===== config.mk =====
export PLATFORM = sky130hd
export DESIGN_NAME = pe_input_scheduler
export DESIGN_NICKNAME = d
export VERILOG_FILES = /design/src/rtl/pe_input_scheduler.sv
export SDC_FILE = /design/constraint.sdc
export NUM_CORES = 1
export LEC_CHECK = 0
export ABC_AREA = 1
export CORE_MARGIN = 1.5
export CORE_UTILIZATION = 50
export DETAILED_ROUTE_END_ITERATION = 7
export PLACE_DENSITY = 0.73
export RECOVER_POWER = 100
export SLEW_MARGIN = 5
export SYNTH_ARGS = -nofsm -noshare
export SYNTH_HDL_FRONTEND = slang
export SYNTH_SLANG_ARGS = --single-unit

===== constraint.sdc =====
create_clock -name din_clk -period 2.21 [get_ports din_clk]
set_clock_uncertainty 0.05 [all_clocks]
set_input_delay 0.3315 -clock din_clk [delete_from_list [all_inputs] [get_ports din_clk]]
set_output_delay 0.3315 -clock din_clk [all_outputs]
set_load 0.005 [all_outputs]

===== src/rtl/pe_input_scheduler.sv =====
// pe_input_scheduler: turns one feature-map frame into left/right zero-padded rows, grouped
// into VEC_BYTES-byte vectors that each wait for an acknowledge. `SCHED_STATS_EN adds stall_cnt.
module pe_input_scheduler #(
  parameter int DW        = 8,
  parameter int VEC_BYTES = 26,
  parameter int COL_W     = 8,
  parameter int ROW_W     = 8
) (
  input  logic             din_clk,
  input  logic             rst_n,
  input  logic             en,
  input  logic             start,
  input  logic [COL_W-1:0] cfg_cols,
  input  logic [ROW_W-1:0] cfg_rows,
  input  logic [7:0]       cfg_pad,
  input  logic [DW-1:0]    src_data,
  input  logic             src_vld,
  output logic             src_rdy,
  output logic [DW-1:0]    o_data_din,
  output logic             o_data_din_vld,
  input  logic             pe_dout_vld,
  output logic             busy,
  output logic             row_done,
`ifdef SCHED_STATS_EN
  output logic [15:0]      stall_cnt,
`endif
  output logic             frame_done
);

  localparam int VB_W = $clog2(VEC_BYTES);
  localparam logic [VB_W-1:0] VB_LAST = VB_W'(VEC_BYTES - 1);

  typedef enum logic [2:0] {
    S_IDLE,
    S_PAD_L,
    S_DATA,
    S_PAD_R,
    S_FLUSH,
    S_WAIT_PE,
    S_DONE
  } state_t;

  state_t           state;
  state_t           ret_state;
  logic [COL_W-1:0] cols_q;
  logic [ROW_W-1:0] rows_q;
  logic [3:0]       padl_q;
  logic [3:0]       padr_q;
  logic [ROW_W-1:0] row_cnt;
  logic [COL_W-1:0] col_cnt;
  logic [3:0]       pad_cnt;
  logic [VB_W-1:0]  vb;

  logic row_last;
  logic col_last;
  logic padl_last;
  logic padr_last;

  assign row_last  = (row_cnt == rows_q - ROW_W'(1));
  assign col_last  = (col_cnt == cols_q - COL_W'(1));
  assign padl_last = (pad_cnt == padl_q - 4'd1);
  assign padr_last = (pad_cnt == padr_q - 4'd1);

  // src_rdy is a decode of the state register, so it drops the same cycle en does
  assign src_rdy = en && (state == S_DATA);

  state_t          row_start;
  state_t          row_end_next;
  state_t          target;
  logic            emit;
  logic            row_end;
  logic            fill;
  logic [DW-1:0]   emit_byte;

  // Where the current state goes after its byte; a zero pad nibble skips that state entirely
  always_comb begin
    row_start    = (padl_q != 4'd0) ? S_PAD_L : S_DATA;
    row_end_next = row_last ? S_FLUSH : row_start;
    emit         = 1'b0;
    emit_byte    = '0;
    target       = state;
    row_end      = 1'b0;
    case (state)
      S_PAD_L: begin
        emit   = 1'b1;
        target = padl_last ? S_DATA : S_PAD_L;
      end
      S_DATA: begin
        if (src_vld) begin
          emit      = 1'b1;
          emit_byte = src_data;
          if (col_last) begin
            if (padr_q != 4'd0) begin
              target = S_PAD_R;
            end else begin
              target  = row_end_next;
              row_end = 1'b1;
            end
          end
        end
      end
      S_PAD_R: begin
        emit = 1'b1;
        if (padr_last) begin
          target  = row_end_next;
          row_end = 1'b1;
        end
      end
      S_FLUSH: begin
        emit = 1'b1;
      end
      default: ;
    endcase
    fill = emit && (vb == VB_LAST);
  end

  // A byte that completes a vector parks the FSM in WAIT_PE; a pending flush becomes DONE
  // because the vector boundary has just been reached.
  always_ff @(posedge din_clk or negedge rst_n) begin
    if (!rst_n) begin
      state          <= S_IDLE;
      ret_state      <= S_IDLE;
      cols_q         <= '0;
      rows_q         <= '0;
      padl_q         <= '0;
      padr_q         <= '0;
      row_cnt        <= '0;
      col_cnt        <= '0;
      pad_cnt        <= '0;
      vb             <= '0;
      o_data_din     <= '0;
      o_data_din_vld <= 1'b0;
      busy           <= 1'b0;
      row_done       <= 1'b0;
      frame_done     <= 1'b0;
    end else if (en) begin
      o_data_din_vld <= emit;
      row_done       <= emit && row_end;
      frame_done     <= 1'b0;
      if (emit) begin
        o_data_din <= emit_byte;
        vb         <= fill ? '0 : vb + VB_W'(1);
        if (fill) begin
          state     <= S_WAIT_PE;
          ret_state <= (target == S_FLUSH) ? S_DONE : target;
        end else begin
          state <= target;
        end
        if (row_end && !row_last) begin
          row_cnt <= row_cnt + ROW_W'(1);
        end
      end
      case (state)
        S_IDLE: begin
          if (start) begin
            cols_q  <= cfg_cols;
            rows_q  <= cfg_rows;
            padl_q  <= cfg_pad[7:4];
            padr_q  <= cfg_pad[3:0];
            row_cnt <= '0;
            col_cnt <= '0;
            pad_cnt <= '0;
            vb      <= '0;
            if (cfg_rows == '0 || cfg_cols == '0) begin
              state <= S_DONE;
            end else begin
              state <= (cfg_pad[7:4] != 4'd0) ? S_PAD_L : S_DATA;
              busy  <= 1'b1;
            end
          end
        end
        S_PAD_L: pad_cnt <= padl_last ? 4'd0 : pad_cnt + 4'd1;
        S_DATA: begin
          if (src_vld) begin
            col_cnt <= col_last ? '0 : col_cnt + COL_W'(1);
          end
        end
        S_PAD_R: pad_cnt <= padr_last ? 4'd0 : pad_cnt + 4'd1;
        S_WAIT_PE: begin
          if (pe_dout_vld) begin
            state <= ret_state;
          end
        end
        S_DONE: begin
          frame_done <= 1'b1;
          busy       <= 1'b0;
          state      <= S_IDLE;
        end
        default: ;
      endcase
    end else begin
      o_data_din_vld <= 1'b0;
      row_done       <= 1'b0;
      frame_done     <= 1'b0;
    end
  end

`ifdef SCHED_STATS_EN
  always_ff @(posedge din_clk or negedge rst_n) begin
    if (!rst_n) begin
      stall_cnt <= '0;
    end else if (en) begin
      if (state == S_IDLE && start) begin
        stall_cnt <= '0;
      end else if (((state == S_DATA && !src_vld) || state == S_WAIT_PE) &&
                   stall_cnt != 16'hFFFF) begin
        stall_cnt <= stall_cnt + 16'd1;
      end
    end
  end
`endif

endmodule


==> flow_summary.json <==
{
  "status": "finished clean",
  "final-setup-viol-count": 0,
  "ys.flop_type": "dfrtp_1",
  "peakVddDrop_uv": 630,
  "holdWs_ns": 0.442,
  "grt_max_degree": 30,
  "first_global_vias": 3744,
  "synth_edf_count": 0,
  "first_pass_iters": 4,
  "insertion_delay_ns": 0.35,
  "syn_area_sq_um": 4210,
  "die_w_um": 94.7,
  "cp_max_fo": 5,
  "dieArea_sq_um": 8970,
  "critPathKind": "register to register",
  "yosys_warnings": 0,
  "grt_pass1_wl_mm": 16.5,
  "async_flop_share_pct": 100,
  "rows": 33,
  "initial_utilization_pct": 51.5,
  "track_usage_pct": 23.4,
  "setup_tns_ns": 0,
  "required_ns": 2.40,
  "grt_antenna_before_repair": 0,
  "r2r_slack_ns": 0.05,
  "wirelength_mm": 9.94,
  "hold_path_depth": 2,
  "final_core_util_pct": 65.5,
  "synth_cells": 584,
  "cp-end-kind": "register",
  "hold_viol_final": 0,
  "syn-num-nets": 633,
  "cts_tree": "yes",
  "cts_buffers": 9,
  "power_density_nw_per_um2": 1140,
  "crit_buf_inv": 1,
  "vias": 3908,
  "cpMostUsedCell": "nand2_1",
  "ys_ff_latch": 67,
  "drc": 0,
  "gp_congestion": 0.943,
  "drive_above_1_share_pct": 15.2,
  "worstSetupStartpointType": "register",
  "tightest_slew_ns": 1.27,
  "cts_root_buffer": "clkbuf_8",
  "yosys.area.top_type_share_pct": 39.9,
  "fmax_mhz": 463,
  "r2r-start": "padr_q[0]",
  "grt-ovfl-total": 0,
  "viasPerCell": 5.05,
  "power_mw": 6.09,
  "max_stage_delay_ns": 0.39,
  "crit_chain": "inv_2 > ha_1 > xor2_1 > nand2_1 > nor2_1 > nand3_2 > nand2_4 > nand2_2 > nor2_2 > nand2_2 > nor2_2 > nand2_1 > nand2_1 > nor2_1",
  "synth_area_leaders": "dfrtp_1, nand2_1, inv_1, nor2_1, xor2_1",
  "yosys.area.top_type": "dfrtp_1",
  "rsz0062_at_grt": "true",
  "syn_to_final_growth_pct": 27.3,
  "slowest_stage": "dfrtp_1",
  "min_period_ns": 2.16,
  "nNetsFinal": 713,
  "die_height_um": 94.7,
  "htree_levels": 3,
  "whs_endpoint": "o_data_din[3]",
  "slew_violations": 0,
  "path_clk_slew_ns": 0.08,
  "ios": 51,
  "min_path_type": "register to register",
  "ant_nets": 0,
  "num_antenna_cells": 0,
  "slew_headroom_pct": 15.1,
  "avgSynthCellArea_sq_um": 7.20,
  "cp_top_family": "simple AND/OR/NAND/NOR gates",
  "drt-initial-drc-count": 262,
  "finalCritPeriodShare_pct": 97.7,
  "wl_per_cell_um": 12.8,
  "post-place-cells": 748,
  "clk_path_buf_depth": 2,
  "timing.rr.end": "row_cnt[2]",
  "dp_hpwl_mm": 7.59,
  "clkSinkCount": 67,
  "holdCritStartpoint": "o_data_din[3]",
  "cap_violations": 0,
  "p_leak_nw": 2.58,
  "portBuffers": 50,
  "fin_cells": 774,
  "seq_area_frac_synth_pct": 39.9,
  "fp.coreArea_sq_um": 8180,
  "rr_worst_depth": 14,
  "crit_arrival_ns": 2.35,
  "synth.lib_cells_used.distinct": 36
}
[layer usage]
metal | share of wire (%) | track usage [%]
met1 | 45 | 29.9
met2 | 49 | 40.2
met4 | 1.3 | 6.34
met5 | 0 | 0
met3 | 4.6 | 4.51
[layout by cell type, fill, tap and decap left out, types with 4 or more instances in the layout]
cell and instances:
nand2_1 170, dfrtp_1 65, inv_1 63, nor2_1 56, clkdlybuf4s50_1 36, nand3_1 34
o21ai_0 28, buf_4 25, xor2_1 23, dlygate4sd3_1 14, inv_2 13, o21ai_1 13
a21oi_1 12, clkbuf_8 10, xnor2_1 9, ha_1 9, nor2_2 8, nor3_1 8
nand4_1 7, o22ai_1 7, nor2_4 6, nand2_2 6, nand2_4 5, nand3_2 5
nor4_1 4
[synth_stat cells (2+ instances only)]
cell       instances
a21oi_1           13
a21oi_2            2
a31oi_1            2
buf_2              3
buf_4              2
clkbuf_1           5
dfrtp_1           67
ha_1              11
inv_1             65
inv_2             11
nand2_1          177
nand2_2            2
nand2_4            2
nand3_1           40
nand4_1            7
nor2_1            59
nor2_2             9
nor2_4             2
nor3_1             8
nor4_1             4
o2111ai_1          3
o21ai_0           29
o21ai_1           12
o22ai_1            7
xnor2_1            9
xor2_1            23
[through the flow]
| step | area [sq um] | setup WS [ns] |
|---|---|---|
| after floorplan | 4210 | 0.210 |
| after global placement | 4940 | 0.0716 |
| after detailed placement | 4940 | 0.0161 |
| after CTS | 5190 | 0.00578 |
| after global routing | 5350 | -0.0866 |
| final | 5350 | 0.0512 |
[worst min-delay path, cell delays in order (launching register included)]
cell and delay [ns]:
dfrtp_1 0.34, nand2_1 0.05, o21ai_1 0.06
[sequential cells by signal, indices dropped and copies added (netlist names), 5 cells and up]
name / cells
col_cnt: 8
cols_q: 8
o_data_din: 8
row_cnt: 8
rows_q: 8
vb: 5
[cell type report]
type / instances / area [sq um]
fill: 707 / 2820
multi-input combinational: 430 / 2330
sequential: 67 / 1680
timing repair buffer: 79 / 716
inverter: 77 / 292
clock buffer: 10 / 138
tap: 105 / 131
clock inverter: 6 / 65.1
[where the power goes]
| part | internal, mW | switching [mW] | leakage (nW) | total [mW] |
|---|---|---|---|---|
| Combinational | 1.23 | 1.76 | 1.61 | 2.99 |
| Sequential | 1.62 | 0.423 | 0.863 | 2.04 |
| Clock | 0.552 | 0.503 | 0.102 | 1.05 |
| Total | 3.41 | 2.68 | 2.58 | 6.09 |
[cells by family after synthesis]
| family | synth area share, % |
|---|---|
| compound gates | 9.94 |
| simple gates | 31.9 |
| buf+inv | 8.09 |
| fa+ha+maj | 3.27 |
| flops | 39.9 |
| mux | 0.238 |
| xor+xnor | 6.66 |
[how the worst max path moves through the flow]
stage | cells after the start | endpoint | startpoint | slack (ns)
2_1_floorplan | 16 | row_cnt[2] | cols_q[0] | 0.21
3_3_place_gp | 16 | row_cnt[6] | cols_q[0] | 0.07
3_5_place_dp | 16 | row_cnt[6] | cols_q[0] | 0.02
4_1_cts | 16 | row_cnt[2] | cols_q[1] | 0.006
5_1_grt | 16 | row_cnt[2] | cols_q[1] | -0.09
6_report | 14 | row_cnt[2] | padr_q[0] | 0.05
[repair_timing]
action / in CTS / in global routing
gates resized for setup: 2 / 35
buffers inserted: 3 / 6
hold buffers: 1 / 0
pin swaps: 2 / 21
hold endpoints to repair: 20 / 0
endpoints found under the setup margin: 2 / 19
(Power assumes the default switching activity.)
